--- src/rtl/vga_timing_pkg.sv ---
`default_nettype none
// ============================================================================
//  Module      : vga_timing_pkg
//  Description : Shared timing constants and decoder state type for the
//                VGA sync decoder. The default totals describe 640x480@60Hz
//                on a 25 MHz pixel clock.
//  Ports       : none (package)
//  Revision    : 1.0 - initial release
// ============================================================================
package vga_timing_pkg;

  localparam int H_TOTAL_DEFAULT     = 800;
  localparam int V_TOTAL_DEFAULT     = 525;
  localparam int H_ACTIVE_DEFAULT    = 640;
  localparam int V_ACTIVE_DEFAULT    = 480;
  localparam int LOCK_FRAMES_DEFAULT = 2;

  // Line-length counter is 11 bits wide so a stalled h_sync can be seen
  // well beyond twice a nominal line before it saturates.
  localparam int HCNT_W = 11;
  localparam logic [HCNT_W-1:0] HCNT_MAX = '1;
  localparam logic [9:0]        LCNT_MAX = '1;

  typedef enum logic [1:0] {
    SEARCH  = 2'd0,
    MEASURE = 2'd1,
    LOCKED  = 2'd2
  } sync_state_e;

endpackage
`default_nettype wire

--- src/rtl/vga_edge_det.sv ---
`default_nettype none
// ============================================================================
//  Module      : vga_edge_det
//  Description : Registers one synchronous input and flags its falling edge
//                (previous sample 1, current sample 0).
//  Ports       : clk      - pixel clock
//                rst_n    - synchronous active-low reset
//                din      - input level from the timing source
//                level    - registered input level
//                fall     - high for the cycle after a 1->0 transition
//  Revision    : 1.0 - initial release
// ============================================================================
module vga_edge_det #(
  parameter logic RESET_VAL = 1'b1   // idle level loaded on reset
) (
  input  logic clk,
  input  logic rst_n,
  input  logic din,
  output logic level,
  output logic fall
);

  logic r_prev;

  always_ff @(posedge clk) begin
    if (!rst_n) begin
      level  <= RESET_VAL;
      r_prev <= RESET_VAL;
    end else begin
      level  <= din;
      r_prev <= level;
    end
  end

  assign fall = r_prev & ~level;

endmodule
`default_nettype wire

--- src/rtl/vga_sync_decoder.sv ---
`default_nettype none
// ============================================================================
//  Module      : vga_sync_decoder
//  Description : Sink side of a VGA timing interface. Recovers pixel
//                coordinates from h_sync/v_sync/onscreen, measures line
//                length and frame height, and reports lock and errors.
//  Ports       : clk, rst_n           - pixel clock, sync active-low reset
//                h_sync, v_sync       - active-low syncs from timing source
//                onscreen             - active-video flag
//                x, y                 - pixel column / active line index
//                pixel_valid          - x/y valid (locked and onscreen)
//                frame_start          - pulse on each v_sync falling edge
//                locked               - timing verified for LOCK_FRAMES frames
//                err                  - pulse on measurement mismatch/timeout
//                line_len             - last measured line length (clocks)
//                frame_lines          - last measured frame height (lines)
//  Revision    : 1.0 - initial release
// ============================================================================
module vga_sync_decoder
  import vga_timing_pkg::*;
#(
  parameter int H_TOTAL     = H_TOTAL_DEFAULT,
  parameter int V_TOTAL     = V_TOTAL_DEFAULT,
  parameter int H_ACTIVE    = H_ACTIVE_DEFAULT,
  parameter int V_ACTIVE    = V_ACTIVE_DEFAULT,
  parameter int LOCK_FRAMES = LOCK_FRAMES_DEFAULT
) (
  input  logic       clk,
  input  logic       rst_n,
  input  logic       h_sync,
  input  logic       v_sync,
  input  logic       onscreen,
  output logic [9:0] x,
  output logic [9:0] y,
  output logic       pixel_valid,
  output logic       frame_start,
  output logic       locked,
  output logic       err,
  output logic [9:0] line_len,
  output logic [9:0] frame_lines
);

  localparam logic [HCNT_W-1:0] C_H_TOTAL  = HCNT_W'(H_TOTAL);
  localparam logic [HCNT_W-1:0] C_TIMEOUT  = HCNT_W'(2 * H_TOTAL);
  localparam logic [9:0]        C_V_TOTAL  = 10'(V_TOTAL);
  localparam logic [9:0]        C_H_ACTIVE = 10'(H_ACTIVE);
  localparam logic [9:0]        C_X_MAX    = 10'(H_ACTIVE - 1);
  localparam logic [9:0]        C_Y_MAX    = 10'(V_ACTIVE - 1);
  localparam logic [3:0]        C_LOCK     = 4'(LOCK_FRAMES);

  // --------------------------------------------------------------------------
  // Input registers and edge detection
  // --------------------------------------------------------------------------
  logic w_h_lvl, w_h_fall;
  logic w_v_lvl, w_v_fall;
  logic w_on_lvl, w_on_fall;

  vga_edge_det #(.RESET_VAL(1'b1)) u_h_edge (
    .clk   (clk),
    .rst_n (rst_n),
    .din   (h_sync),
    .level (w_h_lvl),
    .fall  (w_h_fall)
  );

  vga_edge_det #(.RESET_VAL(1'b1)) u_v_edge (
    .clk   (clk),
    .rst_n (rst_n),
    .din   (v_sync),
    .level (w_v_lvl),
    .fall  (w_v_fall)
  );

  // onscreen idles low, so it resets low to avoid a false falling edge.
  vga_edge_det #(.RESET_VAL(1'b0)) u_on_edge (
    .clk   (clk),
    .rst_n (rst_n),
    .din   (onscreen),
    .level (w_on_lvl),
    .fall  (w_on_fall)
  );

  // Only the sync edges matter downstream; their levels are not consumed.
  logic w_unused_lvl;
  assign w_unused_lvl = w_h_lvl ^ w_v_lvl;

  // --------------------------------------------------------------------------
  // Counters and measurement checks
  // --------------------------------------------------------------------------
  sync_state_e       r_state;
  logic [HCNT_W-1:0] r_h_cnt;
  logic [9:0]        r_l_cnt;
  logic [9:0]        r_x_cnt;
  logic [9:0]        r_y_cnt;
  logic [3:0]        r_good_cnt;
  logic              r_h_seen;   // a checked line start has been observed

  logic [9:0] w_l_cnt_eff;
  logic [3:0] w_good_inc;
  logic       w_active, w_h_bad, w_v_bad, w_x_overrun, w_timeout;
  logic       w_mismatch, w_lock_nxt, w_valid_nxt;

  // A line start coinciding with the frame start is counted into the
  // frame that is ending.
  always_comb begin
    w_l_cnt_eff = r_l_cnt;
    if (w_h_fall && (r_l_cnt != LCNT_MAX)) begin
      w_l_cnt_eff = r_l_cnt + 10'd1;
    end
  end

  assign w_good_inc  = r_good_cnt + 4'd1;
  assign w_active    = (r_state != SEARCH);
  assign w_h_bad     = w_h_fall & r_h_seen & (r_h_cnt != C_H_TOTAL);
  assign w_v_bad     = w_v_fall & (w_l_cnt_eff != C_V_TOTAL);
  // r_x_cnt parks at H_ACTIVE once a line has produced every pixel, so any
  // further onscreen cycle is one pixel too many.
  assign w_x_overrun = w_on_lvl & (r_x_cnt == C_H_ACTIVE);
  assign w_timeout   = (r_h_cnt >= C_TIMEOUT);
  assign w_mismatch  = w_active & (w_h_bad | w_v_bad | w_x_overrun | w_timeout);

  assign w_lock_nxt  = ~w_mismatch &
                       ((r_state == LOCKED) ||
                        ((r_state == MEASURE) && w_v_fall && (w_good_inc == C_LOCK)));
  assign w_valid_nxt = w_lock_nxt & w_on_lvl;

  always_ff @(posedge clk) begin
    if (!rst_n) begin
      r_h_cnt  <= '0;
      r_l_cnt  <= '0;
      r_x_cnt  <= '0;
      r_y_cnt  <= '0;
      r_h_seen <= 1'b0;
    end else begin
      if (w_h_fall) begin
        r_h_cnt <= HCNT_W'(1);
      end else if (r_h_cnt != HCNT_MAX) begin
        r_h_cnt <= r_h_cnt + HCNT_W'(1);
      end

      if (w_v_fall) begin
        r_l_cnt <= '0;
      end else if (w_h_fall) begin
        r_l_cnt <= w_l_cnt_eff;
      end

      if (!w_on_lvl) begin
        r_x_cnt <= '0;
      end else if (r_x_cnt != C_H_ACTIVE) begin
        r_x_cnt <= r_x_cnt + 10'd1;
      end

      if (w_v_fall) begin
        r_y_cnt <= '0;
      end else if (w_on_fall && (r_y_cnt != C_Y_MAX)) begin
        r_y_cnt <= r_y_cnt + 10'd1;
      end

      // The first line start after leaving SEARCH only arms the check,
      // since the preceding interval was not measured under lock.
      if ((r_state == SEARCH) || w_mismatch) begin
        r_h_seen <= 1'b0;
      end else if (w_h_fall) begin
        r_h_seen <= 1'b1;
      end
    end
  end

  // --------------------------------------------------------------------------
  // Lock state machine with registered status outputs
  // --------------------------------------------------------------------------
  always_ff @(posedge clk) begin
    if (!rst_n) begin
      r_state     <= SEARCH;
      r_good_cnt  <= '0;
      locked      <= 1'b0;
      err         <= 1'b0;
      frame_start <= 1'b0;
    end else begin
      err         <= w_mismatch;
      frame_start <= w_v_fall;
      locked      <= w_lock_nxt;
      case (r_state)
        SEARCH: begin
          if (w_v_fall) begin
            r_state    <= MEASURE;
            r_good_cnt <= '0;
          end
        end
        MEASURE: begin
          if (w_mismatch) begin
            r_state    <= SEARCH;
            r_good_cnt <= '0;
          end else if (w_v_fall) begin
            r_good_cnt <= w_good_inc;
            if (w_good_inc == C_LOCK) begin
              r_state <= LOCKED;
            end
          end
        end
        default: begin
          if (w_mismatch) begin
            r_state    <= SEARCH;
            r_good_cnt <= '0;
          end
        end
      endcase
    end
  end

  // --------------------------------------------------------------------------
  // Coordinate and measurement outputs (held while not updated)
  // --------------------------------------------------------------------------
  always_ff @(posedge clk) begin
    if (!rst_n) begin
      x           <= '0;
      y           <= '0;
      pixel_valid <= 1'b0;
      line_len    <= '0;
      frame_lines <= '0;
    end else begin
      pixel_valid <= w_valid_nxt;
      if (w_valid_nxt) begin
        x <= (r_x_cnt > C_X_MAX) ? C_X_MAX : r_x_cnt;
        y <= r_y_cnt;
      end
      if (w_h_fall) begin
        line_len <= r_h_cnt[9:0];
      end
      if (w_v_fall) begin
        frame_lines <= w_l_cnt_eff;
      end
    end
  end

endmodule
`default_nettype wire

--- config.mk ---
export PLATFORM = sky130hd
export DESIGN_NAME = vga_sync_decoder
export DESIGN_NICKNAME = d
export VERILOG_FILES = /design/src/rtl/vga_timing_pkg.sv /design/src/rtl/vga_edge_det.sv /design/src/rtl/vga_sync_decoder.sv
export SDC_FILE = /design/constraint.sdc
export NUM_CORES = 1
export LEC_CHECK = 0
export CAP_MARGIN = 40
export CORE_UTILIZATION = 60
export DETAILED_ROUTE_END_ITERATION = 8
export GPL_TIMING_DRIVEN = 0
export MAX_ROUTING_LAYER = met4
export PLACE_DENSITY_LB_ADDON = 0.12
export SLEW_MARGIN = 30
export SYNTH_ARGS = -nofsm -noshare
export SYNTH_HDL_FRONTEND = slang
export SYNTH_HIERARCHICAL = 1
export SYNTH_SLANG_ARGS = --single-unit
--- constraint.sdc ---
create_clock -name clk -period 4.67 [get_ports clk]
set_clock_uncertainty 0.1 [all_clocks]
set_input_delay 1.1675 -clock clk [delete_from_list [all_inputs] [get_ports clk]]
set_output_delay 1.1675 -clock clk [all_outputs]
set_load 0.1 [all_outputs]
# Yosys cells after proc, flatten, opt, wreduce, memory -nomap -nowiden

Index checks and enable logic that the tools add are counted.

Flip-flop bits (word level): 98
Bits in latches: 0
Bits in writable memories: 0
Bits in read-only memories: 0
Input bits: 5
Output and inout bits: 44
Logic and storage cells: 91
Memories kept: 0

Add/subtract/negate cells: 5
Multipliers: 0
Div/mod/pow operators: 0
Order comparisons: 2
Equal/unequal tests: 13
Shift-type cells: 0
Mux-type cells: 15
Bitwise gates (word level): 18
Reductions and logical operators: 16

Operators with widths:

| kind                                                                      | count |
|---|---|
| 10-bit by 1-bit adder with 10-bit output, second input constant           | 3 |
| 10-bit inequality test, second input constant                             | 3 |
| 10-bit two-way mux                                                        | 2 |
| 4-bit two-way mux                                                         | 4 |
| 11-bit by 1-bit adder with 11-bit output, second input constant           | 1 |
| 11-bit greater-or-equal comparator, second input constant                 | 1 |
| 11-bit by 10-bit inequality test with 1-bit output, second input constant | 1 |
| 11-bit inequality test, second input constant                             | 1 |
| 1-bit AND                                                                 | 10 |
| 10-bit equality test, second input constant                               | 1 |
| 10-bit > comparator, second input constant                                | 1 |
| 2-bit two-way mux                                                         | 5 |
| 10-bit by 9-bit inequality test with 1-bit output, second input constant  | 1 |
| 4-bit one-hot mux with 2 select lines                                     | 1 |
| 2-bit OR reduction                                                        | 3 |
| 1-bit NOT                                                                 | 5 |
| 4-bit by 1-bit adder with 4-bit output, second input constant             | 1 |
| 4-bit by 2-bit equality test with 1-bit output, second input constant     | 1 |
| 1-bit logical AND                                                         | 4 |
| 2-bit one-hot mux with 2 select lines                                     | 1 |
| 4-bit AND reduction                                                       | 1 |
| 2-bit nonzero test                                                        | 2 |
| 3-bit by 2-bit inequality test with 1-bit output, second input constant   | 1 |
| 3-bit inequality test, second input constant                              | 1 |
| 10 further kinds                                                          | 14 |

# Depth between registers and ports, before layout

Depth in word-level cells: 13
Depth in mapped cells: 12
Depth with buffers taken out: 9

# Cells and area by module

Netlist, hierarchy kept.

By module, submodules not included:

| module                      | instances | cells each | area an instance (um2) | seq. area each (um2) |
|---|---|---|---|---|
| vga_sync_decoder            | 1         | 470        | 4151.5                 | 1841.8 |
| vga_edge_det (u_h_edge ...) | 2         | 5          | 58.8                   | 40.0 |
| vga_edge_det (u_on_edge)    | 1         | 5          | 62.6                   | 40.0 |

# Worst setup path before layout

No wires, ideal clock.

Path type: reg2reg
Start point: reg r_l_cnt[0]
End point: reg x[0]
Setup time: 0.072 ns
Arrival: 2.274 ns
Required time: 4.498 ns
Setup slack: 2.224 ns
Cell stages (with the launch flop): 12
Path buffers: 3
Period minus slack after synthesis: 2.446 ns
Cell sequence: dfxtp_1 ha_1 and4_1 buf_2 a31oi_1 a31oi_1 o2111ai_4 o21ai_2 and4_1 buf_4 buf_12 mux2i_1

Longest elaborated chain between the ends: 12
Elaborated cells between the ends (all ways): 13
Classes of those cells: add/sub (1); eq/ne (2); mux (1); bitwise (8); reduce/logical (1)

Ends and longest elaborated chain:

| item                                                                             | line                    | source |
|---|---|---|
| start: declaration                                                               | vga_sync_decoder.sv:92  | `logic [9:0] r_l_cnt;` |
| start signal: assignment                                                         | vga_sync_decoder.sv:144 | `r_l_cnt <= w_l_cnt_eff;` |
| branches (longest 2 deep; another with 10-bit by 1-bit adder with 10-bit output) | --                      |  |
| 10-bit two-way mux (*)                                                           | vga_sync_decoder.sv:107 | `if (w_h_fall && (r_l_cnt != LCNT_MAX)) begin` |
| 10-bit inequality test (*)                                                       | vga_sync_decoder.sv:115 | `assign w_v_bad = w_v_fall & (w_l_cnt_eff != C_V_TOTAL);` |
| 1-bit AND (*)                                                                    | vga_sync_decoder.sv:115 |  |
| 1-bit OR (*) (3 in a row)                                                        | vga_sync_decoder.sv:120 | `assign w_mismatch = w_active & (w_h_bad \| w_v_bad \| w_x_overrun \| w_timeout);` |
| 1-bit AND (*)                                                                    | vga_sync_decoder.sv:120 |  |
| 1-bit NOT (*)                                                                    | vga_sync_decoder.sv:122 | `assign w_lock_nxt = ~w_mismatch &` |
| 1-bit AND (*)                                                                    | vga_sync_decoder.sv:122 |  |
| 1-bit AND (*)                                                                    | vga_sync_decoder.sv:125 | `assign w_valid_nxt = w_lock_nxt & w_on_lvl;` |
| end signal: assignment                                                           | vga_sync_decoder.sv:224 | `x <= (r_x_cnt > C_X_MAX) ? C_X_MAX : r_x_cnt;` |
| end: declaration                                                                 | vga_sync_decoder.sv:33  | `output logic [9:0] x,` |

Mark *: on every way between the ends.
A chain may end at the register's enable or synchronous reset.

==> metrics.csv <==
metric,value,unit
status,completed,
Non-Filler Instances,689,
routability cong.,0.853,
grt ovf,0,
"EDFF count, synth",0,
Setup Viol. Count Final,0,
layout cells sized above 1,0.120,
commonest cells in the netlist,"dfxtp_1 (98), nand2_1 (63), nor2_1 (55)",
initial antenna violation count,0,
Starting DRT DRC Count,249,
Die Height,87.0,µm
Reg2Reg Launch Point,r_l_cnt[0]$_SDFFE_PP0P_,
combinational power share,0.075,
Synth Area in Compound Gates,0.0933,
sequential-to-total area share from yosys stat,0.453,
Initial DRT Pass Iterations,5,
clk_lat worst skew,0.36,ns
Die X,87.0,µm
core area,0.00687,mm²
"setup slack, reg-to-reg",1.71,ns
worst hold start,u_h_edge/level$_SDFF_PN1_,
pwr/cell area,253,mW/mm²
Final Slew Violations,0,
Lkg Pwr,2.04,nW
Yosys reg bits,98,
Initial Utilization,0.631,
WP data required,4.85,ns
Nets,601,
critical path class,primary input to flop,
Post-Synth XOR/XNOR Area,0.0566,
DP HPWL,7.56,mm
final hold vios,0,
post-cts sizing count,0,
Rows,30,
critical path endpoint category,flop,
syn avg cell area,8.93,µm²
mux share of post-synthesis cell area,0.0878,
MaxCap Viol Count,0,
Worst Path Max Fanout,10,
Routed wire per std cell,15.2,µm
Synth area leader,dfxtp_1,
TritonCTS Sinks,98,
total CTS buffers,9,
top cell type's share of synthesized area,0.453,
worst hold path class,flop to flop,
Syn Inst Count,485,
Tcrit/Tclk final,0.633,
WL final,10.5,mm
Die Area,0.00756,mm²
CTS Hold Bufs,0,
"Clk pin slew, worst setup/hold paths",0.09,ns
vias in the first global route,3851,
Via density,5.64,
crit start category,primary input,
Root Buffer,clkbuf_8,
Clock Path Buffers,2,
pre-CTS WS,1.42,ns
final period demand of the worst path,2.96,ns
unique cell type count in the Yosys netlist,52,
reg2reg path depth,11,
main combinational cell family by area after synthesis,simple AND/OR/NAND/NOR gates,
largest cells by area after synthesis,"dfxtp_1 (45%), mux2i_1 (8.8%), nand2_1 (5.5%)",
Post-Synth Adder-Cell Area,0.0231,
Ports,49,
worst rel slew slack,0.534,
Internal,0.00108,W
Synth Net Count,498,
RSZ-0062 raised after global routing,no,
"Top FF cell, synth",dfxtp_1,
FF-to-FF End,x[0]$_SDFFE_PN0P_,
CTS tree,done,
Global Route Usage Sum,0.303,
Setup TNS,0,ns
Layout area overhead,33.7,%
port bufs,48,
hold path endpoint,u_h_edge/r_prev$_SDFF_PN1_,
most common cell in the netlist,dfxtp_1,
worst slew pin tran,0.698,ns
f_max,338,MHz
VDD IR max,0.217,mV
Via Count,3888,
asr flop ratio synth,0,
fin worst setup slack,1.71,ns
Inserted Diodes,0,
Sw Share,0.260,
clock share of power,0.340,
# fillers,401,
post-synthesis simple-gate area fraction,0.246,
pin count of the biggest net entering global routing,17,
sequential power share,0.585,
post-route ant nets,0,
first-pass GRT wire length,17.4,mm
Post-Syn Area,0.00433,mm²
# DRC,0,
CTS H-tree lvls,3,
Inst Count DP,673,
setup bufs post-CTS,0,
yosys warns,6,
Psw,0.000380,W
Hold Path Cell Cnt,1,
critical path arrival,3.14,ns
hold_ws,0.353,ns
power by group through the flow:
stage	sequential, W	combinational (W)	clock (W)
2_1_floorplan	0.000893	0.0000520	0
3_3_place_gp	0.000873	0.0000963	0
3_5_place_dp	0.000874	0.000109	0
4_1_cts	0.000854	0.000110	0.000499
5_1_grt	0.000856	0.000118	0.000536
6_report	0.000855	0.000110	0.000497
worst max-delay path: stages:
cell and delay (ns):
clkdlybuf4s50_1 0.63, clkbuf_1 0.43, o21ai_0 0.29, nor3_1 0.20, o21ai_0 0.24, a21oi_1 0.19
placed cells by master (no fill, tap or decap), types with 4 or more instances in the layout:
master,netlist,final
dfxtp_1,98,98
nand2_1,63,63
nor2_1,55,55
clkdlybuf4s50_1,0,48
buf_8,0,42
mux2i_1,38,38
o21ai_0,24,24
clkbuf_1,18,20
xor2_1,17,17
nand3_1,15,15
nor2b_1,14,14
a21oi_1,13,13
inv_1,12,12
nor3_1,12,12
xnor2_1,11,11
nand4_1,10,10
clkbuf_8,0,9
nand2b_1,8,8
ha_1,8,8
and2_1,7,7
and4_1,5,5
a31oi_1,5,5
or3_1,5,5
nor4_1,4,4
how the worst max path moves through the flow:
stage,start,endpoint,slack (ns)
final,rst_n,r_good_cnt[3]$_SDFFE_PN0P_,1.71
after global routing,r_l_cnt[0]$_SDFFE_PP0P_,x[0]$_SDFFE_PN0P_,1.53
after CTS,r_l_cnt[0]$_SDFFE_PP0P_,y[9]$_SDFFE_PN0P_,1.72
after detailed placement,rst_n,r_good_cnt[3]$_SDFFE_PN0P_,1.42
after global placement,rst_n,r_good_cnt[3]$_SDFFE_PN0P_,1.48
after floorplan,r_l_cnt[0]$_SDFFE_PP0P_,x[0]$_SDFFE_PN0P_,2.22
per-stage QoR:
step | utilization | cell area, µm² | power [W]
floorplan | - | 4330 | 0.000945
global placement | 0.718 | 4930 | 0.000969
detailed placement | 0.818 | 5620 | 0.000982
CTS | 0.843 | 5790 | 0.00146
global route | 0.843 | 5790 | 0.00151
finish | 0.843 | 5790 | 0.00146
logic make-up (layout without fill, tap and decap cells):
family	after synthesis	in the layout
AND/OR/NAND/NOR	215	215
flip-flops	98	98
AO/OA/AOI/OAI	62	62
multiplexers	38	38
buffers and inverters	36	144
XOR/XNOR	28	28
adder cells (fa/ha/maj)	8	8
area by class of cell:
cell class	count	area, µm²	area share
timing repair buffer	92	1170	0.201
clock buffer	11	131	0.0227
inverter	12	45.0	0.00778
multi-input combinational	351	2190	0.379
clock inverter	5	40.0	0.00692
buffer	24	131	0.0227
tap	96	120	0.0207
sequential	98	1960	0.339
layer usage:
layer  routed length, µm  global-route usage  vias up
li1                    -                   -     1870
met3                 443              0.0474       29
met5                   0                   -        -
met4                 212               0.133        0
met2                5380               0.516      120
met1                4440               0.353     1869
registers in the layout (all words and copies together) (netlist names), 4 cells and up:
name	flops
x	10
r_y_cnt	10
line_len	10
y	10
r_x_cnt	10
frame_lines	10
r_good_cnt	4
r_h_cnt	11
r_l_cnt	10
(Power assumes the default switching activity.)
